$ cat config.mk
export PLATFORM = sky130hd
export DESIGN_NAME = sync_filter_bits_flat
export DESIGN_NICKNAME = d
export VERILOG_FILES = /design/src/rtl/sync_filter_bits_if.sv /design/src/rtl/sync_filter_bits.sv /design/src/flat_wrapper.sv
export SDC_FILE = /design/constraint.sdc
export NUM_CORES = 1
export LEC_CHECK = 0
export CAP_MARGIN = 20
export CORE_MARGIN = 4
export CORE_UTILIZATION = 46
export CTS_CLUSTER_SIZE = 12
export DETAILED_ROUTE_END_ITERATION = 8
export HOLD_SLACK_MARGIN = 0.12
export MAX_ROUTING_LAYER = met4
export PLACE_DENSITY = 0.82
export SLEW_MARGIN = 25
export SYNTH_ARGS = -nofsm -noshare
export SYNTH_HDL_FRONTEND = slang
export SYNTH_SLANG_ARGS = --single-unit
export TNS_END_PERCENT = 30
$ cat constraint.sdc
create_clock -name CLK -period 0.9 [get_ports CLK]
set_input_delay 0.135 -clock CLK [delete_from_list [all_inputs] [get_ports CLK]]
set_output_delay 0.135 -clock CLK [all_outputs]
set_load 0.02 [all_outputs]
$ cat src/rtl/sync_filter_bits_if.sv
// Pin-conditioner bus: sample strobe and raw pins in,
// filtered levels and registered edge pulses out.
interface sync_filter_bits_if #(
  parameter int WIDTH = 8
);
  logic             EN;
  logic [WIDTH-1:0] D_IN;
  logic [WIDTH-1:0] D_OUT;
  logic [WIDTH-1:0] RISE;
  logic [WIDTH-1:0] FALL;
  logic             CHG;

  modport master (
    output EN,
    output D_IN,
    input  D_OUT,
    input  RISE,
    input  FALL,
    input  CHG
  );

  modport slave (
    input  EN,
    input  D_IN,
    output D_OUT,
    output RISE,
    output FALL,
    output CHG
  );
endinterface

$ cat src/rtl/sync_filter_bits.sv
// Per-bit synchroniser chain plus stability filter for async pins.
// Define SYNC_FILTER_EDGE_EN to build the RISE/FALL/CHG registers.
module sync_filter_bits #(
  parameter int               WIDTH  = 8,
  parameter int               STAGES = 2,
  parameter int               FILT   = 4,
  parameter logic [WIDTH-1:0] init   = '0
) (
  input logic               CLK,
  input logic               RST_N,
  sync_filter_bits_if.slave bus
);

  localparam int CW = (FILT > 1) ? $clog2(FILT) : 1;
  localparam logic [CW-1:0] CMAX = CW'(FILT - 1);

  logic [WIDTH-1:0] s_q [STAGES];
  logic [WIDTH-1:0] s_d [STAGES];
  logic [WIDTH-1:0] sync;

  logic [CW-1:0]    cnt_q [WIDTH];
  logic [CW-1:0]    cnt_d [WIDTH];
  logic [WIDTH-1:0] dout_q;
  logic [WIDTH-1:0] dout_d;

  assign sync = s_q[STAGES-1];

  always_comb begin
    s_d[0] = bus.D_IN;
    for (int k = 1; k < STAGES; k++) begin
      s_d[k] = s_q[k-1];
    end
  end

  // A matching enabled sample restarts the run; EN=0 holds.
  always_comb begin
    dout_d = dout_q;
    cnt_d  = cnt_q;
    for (int i = 0; i < WIDTH; i++) begin
      if (bus.EN) begin
        if (sync[i] == dout_q[i]) begin
          cnt_d[i] = '0;
        end else if (cnt_q[i] == CMAX) begin
          dout_d[i] = sync[i];
          cnt_d[i]  = '0;
        end else begin
          cnt_d[i] = cnt_q[i] + CW'(1);
        end
      end
    end
  end

  always_ff @(posedge CLK) begin
    if (!RST_N) begin
      for (int k = 0; k < STAGES; k++) begin
        s_q[k] <= init;
      end
      for (int i = 0; i < WIDTH; i++) begin
        cnt_q[i] <= '0;
      end
      dout_q <= init;
    end else begin
      s_q    <= s_d;
      cnt_q  <= cnt_d;
      dout_q <= dout_d;
    end
  end

  assign bus.D_OUT = dout_q;

`ifdef SYNC_FILTER_EDGE_EN
  logic [WIDTH-1:0] rise_q;
  logic [WIDTH-1:0] rise_d;
  logic [WIDTH-1:0] fall_q;
  logic [WIDTH-1:0] fall_d;
  logic             chg_q;
  logic             chg_d;

  // Pulses come from the next-state compare, so they land
  // on the same edge as the D_OUT update.
  always_comb begin
    rise_d = dout_d & ~dout_q;
    fall_d = ~dout_d & dout_q;
    chg_d  = |(rise_d | fall_d);
  end

  always_ff @(posedge CLK) begin
    if (!RST_N) begin
      rise_q <= '0;
      fall_q <= '0;
      chg_q  <= 1'b0;
    end else begin
      rise_q <= rise_d;
      fall_q <= fall_d;
      chg_q  <= chg_d;
    end
  end

  assign bus.RISE = rise_q;
  assign bus.FALL = fall_q;
  assign bus.CHG  = chg_q;
`else
  assign bus.RISE = '0;
  assign bus.FALL = '0;
  assign bus.CHG  = 1'b0;
`endif

endmodule
$ cat src/flat_wrapper.sv
// flat-port wrapper written by rule: the top's interface ports become plain ports
module sync_filter_bits_flat 
#(
  parameter int               WIDTH  = 8,
  parameter int               STAGES = 2,
  parameter int               FILT   = 4,
  parameter logic [WIDTH-1:0] init   = '0
)
  (CLK, RST_N, bus_EN, bus_D_IN, bus_D_OUT, bus_RISE, bus_FALL, bus_CHG);
  sync_filter_bits_if #(.WIDTH(WIDTH)) bus_i ();
  input logic CLK;
  input logic RST_N;
  input wire logic [$bits(bus_i.EN)-1:0] bus_EN;
  input wire logic [$bits(bus_i.D_IN)-1:0] bus_D_IN;
  output wire logic [$bits(bus_i.D_OUT)-1:0] bus_D_OUT;
  output wire logic [$bits(bus_i.RISE)-1:0] bus_RISE;
  output wire logic [$bits(bus_i.FALL)-1:0] bus_FALL;
  output wire logic [$bits(bus_i.CHG)-1:0] bus_CHG;
  assign bus_i.EN = bus_EN;
  assign bus_i.D_IN = bus_D_IN;
  assign bus_D_OUT = bus_i.D_OUT;
  assign bus_RISE = bus_i.RISE;
  assign bus_FALL = bus_i.FALL;
  assign bus_CHG = bus_i.CHG;
  sync_filter_bits #(.WIDTH(WIDTH), .STAGES(STAGES), .FILT(FILT), .init(init)) u_core (.CLK(CLK), .RST_N(RST_N), .bus(bus_i));
endmodule
==> reports/results.tsv, run 1 <==
metric	value	unit
period_minus_slack	0.940	ns
pre_cts_slack	-0.355	ns
r2r_setup_slack	-0.04	ns
syn_area_per_cell	10.6	um^2
holdPathStages	2	
dpl_cell_area	0.00204	mm^2
min_period_over_period	1.04	
required	1.08	ns
io_buffers	18	
p_comb_frac	0.092	
clock_tree.root_cell	clkbuf_8	
grt_max_degree	26	
routabilityCongestion	0.663	
internal-power	2.96	mW
seq_area_frac_synth	0.436	
via_count	1263	
slew_violations	0	
drtIter0Drc	38	
clock_power_share	0.420	
dr.pass1.iters	4	
synthCells	173	
core	0.00377	mm^2
layout-drive-gt1-share	0.445	
grt_pass1_vias	1187	
clock_path_buffers	2	
grt_usage	0.139	
io_pins	36	
path_max_fanout	3	
finalHoldViolCount	0	
max_cap_viol_count	0	
numCtsBuffers	5	
n_fill_cell	249	
antenna_found_initial	0	
hp-start	bus_D_IN[5]	
timing.rr.start	u_core.cnt_q[14]	
fin_skew	0.0108	ns
clkTransAtPathRegs	0.08	ns
swShare	0.215	
reg2reg_to	u_core.bus.D_OUT[0]	
yosys_register_bits	40	
fin_nets	227	
clkSinkCount	40	
num_rows	22	
grt_overflow	0	
post_drt_wl_per_cell	13.1	um
yosysUniqueCellTypes	21	
hpwl	1720	um
critPathLaunchType	flop	
insertion_delay	0.30	ns
p_switching	812	uW
cts_tree	yes	
setup-violations-final	8	
ant_nets	0	
whs	0.396	ns
status	complete, but fails checks	
drc	0	
start_util	0.487	
grt_first_pass_wirelength	5300	um
grt_setup_unrepaired	yes	
crit_type	reg2reg	
finalInstanceArea	0.00253	mm^2
violations	setup timing	
cts_max_level	2	
syn_to_final_growth	37.6	%
r2r_cells	3	
die_h	71.2	um
max_freq	1060	MHz
powerDensity	1490	mW/mm^2
pwr-share-seq	0.488	
critPathCaptureType	flop	
diodes	0	
ctsHoldBuffers	0	
viasPerCell	4.91	
p_leak	0.978	nW
synth_area	0.00184	mm^2
dieArea	0.00507	mm^2
setup_ws	-0.0404	ns
drt_wl_total	3380	um
min_to	u_core.s_d[5]	
yosysWarnings	0	
die_w	71.2	um
peakVddDrop	1400	uV
hold_class	in2reg	
worstPathArrival	1.12	ns
[layout make-up]
type / instances / area (um^2) / area share
repair buffers: 40 / 428 / 0.169
clock inverters: 1 / 30.0 / 0.0119
flip-flops and latches: 40 / 831 / 0.329
clock buffers: 7 / 96.3 / 0.0381
multi-input cells: 121 / 1080 / 0.429
well taps: 48 / 60.1 / 0.0238
[worst max-delay path: stages (launching register included)]
cell and delay, ns:
dfxtp_2 0.34, ha_4 0.16, and3_4 0.17, o21a_1 0.16
[synthesized netlist by cell type]
master	n	area (um^2)
ha_1	8	100
nand4bb_1	8	90.1
o21ai_1	7	35.0
dfxtp_1	40	801
a21boi_1	2	15.0
nand3_1	8	40.0
conb_1	1	3.75
a21boi_0	6	45.0
xnor2_1	8	70.1
and3_1	8	50.1
nand3b_1	16	120
buf_2	2	10.0
and2_1	16	100
o21a_1	8	60.1
clkbuf_1	1	3.75
buf_6	5	56.3
o21ai_0	3	15.0
buf_8	1	15.0
buf_12	1	20.0
buf_4	18	135
o21ai_2	6	52.6
[worst max-delay path by stage]
stage                           to             start  depth (start not counted)  slack, ns
2_1_floorplan  u_core.bus.D_OUT[1]  u_core.cnt_q[13]                          3      -0.01
4_1_cts        u_core.bus.D_OUT[0]  u_core.cnt_q[14]                          3      -0.03
5_1_grt           u_core.cnt_q[15]  u_core.cnt_q[15]                          3      -0.08
6_report       u_core.bus.D_OUT[0]  u_core.cnt_q[14]                          3      -0.04
3_5_place_dp   u_core.bus.D_OUT[7]            bus_EN                          4      -0.36
3_3_place_gp   u_core.bus.D_OUT[6]            bus_EN                          4      -0.34
[layout by cell type, fill, tap and decap left out, types with 9 or more instances in the layout]
cell type  instances
nand3b_1          16
buf_4             18
dfxtp_1           16
conb_1            17
dfxtp_2           24
o21ai_1            9
and2_1            16
[power by group through the flow]
stage	clock, mW	combinational (mW)	sequential (mW)
after global placement	0	0.267	1.87
after floorplan	0	0.281	1.87
after CTS	1.60	0.329	1.84
final	1.59	0.346	1.84
after global routing	1.69	0.371	1.85
after detailed placement	0	0.271	1.87
[metal layers]
metal | up-vias | track usage | part of all wire
li1 | 638 | - | -
met1 | 588 | 0.160 | 0.46
met2 | 28 | 0.208 | 0.46
met3 | 9 | 0.0421 | 0.048
met4 | 0 | 0.0939 | 0.028
met5 | - | - | 0
[through the flow]
stage / std cells / power [mW] / utilization / TNS, ns
final: 257 / 3.77 / 0.671 / -0.207
after global routing: 257 / 3.90 / 0.671 / -0.748
after detailed placement: 240 / 2.14 / 0.541 / -12.51
after global placement: 240 / 2.14 / 0.541 / -11.80
after floorplan: 189 / 2.15 / - / -0.0642
after CTS: 256 / 3.76 / 0.649 / -0.213
[registers in the layout, summed over array words and instances (netlist names)]
name	flops
u_core.bus.D_OUT	8
u_core.cnt_q	16
u_core.s_d	8
u_core.sync	8
[kinds of logic (layout without fill, tap and decap cells)]
family                     after synthesis  after routing  share of synthesized area
and+or+nand+nor                         56             56                      0.218
xor gates and xnor gates                 8              8                     0.0381
buffers and inverters                   28             48                      0.131
DFF                                     40             40                      0.436
adders and majority gates                8              8                     0.0545
AOI/OAI and AO/OA                       32             32                      0.121
other                                    1             17                    0.00204
[what timing repair did]
| item | CTS | global route |
|---|---|---|
| buffers inserted | 6 | 1 |
| pin swaps | 8 | 9 |
| hold endpoints to repair | 0 | 0 |
| gates cloned | 2 | 0 |
| resized for setup | 86 | 17 |
| endpoints found under the setup margin | 34 | 29 |
Power figures use the tool's default switching activity.
==> inputs of run 2 (changes only) <==
--- a/config.mk
+++ b/config.mk
@@ -6,6 +6,7 @@
 export NUM_CORES = 1
 export LEC_CHECK = 0
 export CAP_MARGIN = 20
+export CORE_ASPECT_RATIO = 1.1
 export CORE_MARGIN = 4
 export CORE_UTILIZATION = 46
 export CTS_CLUSTER_SIZE = 12
@@ -13,7 +14,7 @@
 export HOLD_SLACK_MARGIN = 0.12
 export MAX_ROUTING_LAYER = met4
 export PLACE_DENSITY = 0.82
-export SLEW_MARGIN = 25
+export SLEW_MARGIN = 30
 export SYNTH_ARGS = -nofsm -noshare
 export SYNTH_HDL_FRONTEND = slang
 export SYNTH_SLANG_ARGS = --single-unit
==> run 2 against run 1 <==
  * The flow still finishes with violations (setup timing)
  * Core utilization is 1.2 points lower
  * Non-clock buffer count is 4 lower
  * Die area hardly changed
  * Clock power is 30% lower
  * Routed wire length is 3.7% higher
  * Fmax is 1.3% lower
  * Hold slack worse by 0.13 ns
  * Count of clock-buffer cells in the layout is 1 lower
  * Sequential power hardly changed
  * Power is 13% lower
  * Via count is 2.1% higher
  * First-iteration DRC count is 11% lower
  * Largest power group unchanged
  * Highest routed layer unchanged
==> reports/results.tsv, run 2 (same netlist as run 1, synthesis figures left out) <==
metric	value	unit	change
whs	0.268	ns	was 0.396 ns
required	1.08	ns	about the same
utilization	0.659		was 0.671
via_count	1290		was 1263
seq_area	831	um^2	unchanged
ant_nets	0		unchanged
num_rows	23		was 22
start_util	0.491		was 0.487
hold_class	in2reg		unchanged
finalInstanceArea	0.00246	mm^2	was 0.00253 mm^2
layout-drive-gt1-share	0.426		was 0.445
layout_commonest_cell	dfxtp_2		unchanged
crit_type	reg2reg		unchanged
io_buffers	18		unchanged
timing.rr.start	u_core.cnt_q[4]		was u_core.cnt_q[14]
drt_wl_total	3500	um	was 3380 um
swShare	0.240		was 0.215
finalHoldViolCount	0		unchanged
violations	setup timing		unchanged
finalNonFillerCells	254		was 257
insertion_delay	0.29	ns	was 0.30 ns
multi_input_area	0.00111	mm^2	was 0.00108 mm^2
powerDensity	1330	mW/mm^2	was 1490 mW/mm^2
largest_register	u_core.cnt_q		unchanged
slew_violations	0		unchanged
dr.pass1.iters	4		unchanged
io_pins	36		unchanged
drc	0		unchanged
ctsHoldBuffers	0		unchanged
critPathCaptureType	flop		unchanged
status	complete, but fails checks		unchanged
die_h	74.3	um	was 71.2 um
antenna_found_initial	0		unchanged
post_drt_wl_per_cell	13.8	um	was 13.1 um
peakVddDrop	1240	uV	was 1400 uV
place_inst	241		was 240
p_comb_frac	0.102		was 0.092
hp-start	RST_N		was bus_D_IN[5]
fin_skew	0.00698	ns	was 0.0108 ns
grt_setup_unrepaired	yes		unchanged
setup_ws	-0.0525	ns	was -0.0404 ns
max_freq	1050	MHz	was 1060 MHz
pwr-share-seq	0.561		was 0.488
clock_power_share	0.337		was 0.420
grt_pass1_vias	1238		was 1187
min_period_over_period	1.06		was 1.04
routabilityCongestion	0.711		was 0.663
final_cell_mix	dfxtp_2, conb_1, and2_1, nand3b_1, dfxtp_1		was dfxtp_2, buf_4, conb_1
largest_reg_flops	16		unchanged
syn_to_final_growth	34.0	%	was 37.6%
clock_tree.root_cell	clkbuf_8		unchanged
worstPathArrival	1.13	ns	was 1.12 ns
numCtsBuffers	5		unchanged
p_leak	0.925	nW	was 0.978 nW
drtIter0Drc	34		was 38
grt_max_degree	30		was 26
grt_overflow	0		unchanged
internal-power	2.50	mW	was 2.96 mW
diodes	0		unchanged
grt_usage	0.146		was 0.139
max_cap_viol_count	0		unchanged
clkSinkCount	40		unchanged
cts_tree	yes		unchanged
critPathLaunchType	flop		unchanged
n_fill_cell	291		was 249
clkTransAtPathRegs	0.07	ns	was 0.08 ns
p_switching	788	uW	was 812 uW
dieArea	0.00507	mm^2	about the same
startpoint	u_core.cnt_q[4]		was u_core.cnt_q[14]
period_minus_slack	0.953	ns	was 0.940 ns
cts_max_level	2		unchanged
fin_nets	223		was 227
viasPerCell	5.08		was 4.91
die_w	68.3	um	was 71.2 um
path_max_fanout	3		unchanged
setup-violations-final	11		was 8
grt_first_pass_wirelength	5410	um	was 5300 um
clock_path_buffers	2		unchanged
dpl_cell_area	0.00204	mm^2	about the same
core	0.00374	mm^2	was 0.00377 mm^2
hpwl	1920	um	was 1720 um
## run 2: through the flow
| stage | total power [mW] | TNS [ns] | setup WS (ns) |
|---|---|---|---|
| 3_5_place_dp | 2.15 | -8.32 | -0.363 |
| 2_1_floorplan | 2.15 | -0.0642 | -0.0107 |
| 6_report | 3.29 | -0.261 | -0.0525 |
| 4_1_cts | 3.30 | -0.208 | -0.0335 |
| 5_1_grt | 3.42 | -0.727 | -0.0709 |
| 3_3_place_gp | 2.14 | -7.93 | -0.338 |
## run 2: layer usage
layer	GRT usage	routed length, um	vias to the layer above
met1	0.155	1320	618
met2	0.245	1910	29
met4	0.0861	123	0
li1	-	-	631
met3	0.0332	147	12
met5	-	0	-
## run 2: final timing paths
kind,endpoint,slack [ns],cells after the start
worst max-delay path,u_core.bus.D_OUT[5],-0.05,3
worst min-delay path,u_core.bus.D_OUT[4],0.27,3
worst max register to register,u_core.bus.D_OUT[5],-0.05,3
worst min register to register,u_core.sync[4],0.43,1
## run 2: area by class of cell
| type | count | share of cell area |
|---|---|---|
| Timing Repair Buffer | 36 | 0.155 |
| Clock inverter | 1 | 0.00203 |
| Clock buffer | 6 | 0.0295 |
| Multi-Input combinational cell | 121 | 0.451 |
| Sequential cell | 40 | 0.337 |
| Tap cell | 50 | 0.0254 |
## run 2: power by group through the flow
stage	Sequential, mW	Clock [mW]	Combinational (mW)
2_1_floorplan	1.87	0	0.281
3_3_place_gp	1.87	0	0.269
3_5_place_dp	1.87	0	0.274
4_1_cts	1.84	1.15	0.310
5_1_grt	1.85	1.21	0.361
6_report	1.85	1.11	0.334
## run 2: what timing repair did
| item | 4_1_cts | 5_1_grt |
|---|---|---|
| endpoints found under the setup margin | 22 | 29 |
| pin swaps | 12 | 11 |
| buffers inserted | 4 | 1 |
| cloned | 1 | 0 |
| resized for setup | 85 | 21 |
## run 2: critical path: stages, from the launching register on
cell and delay [ns]:
dfxtp_2 0.34, ha_4 0.16, and3_4 0.17, o21a_1 0.17
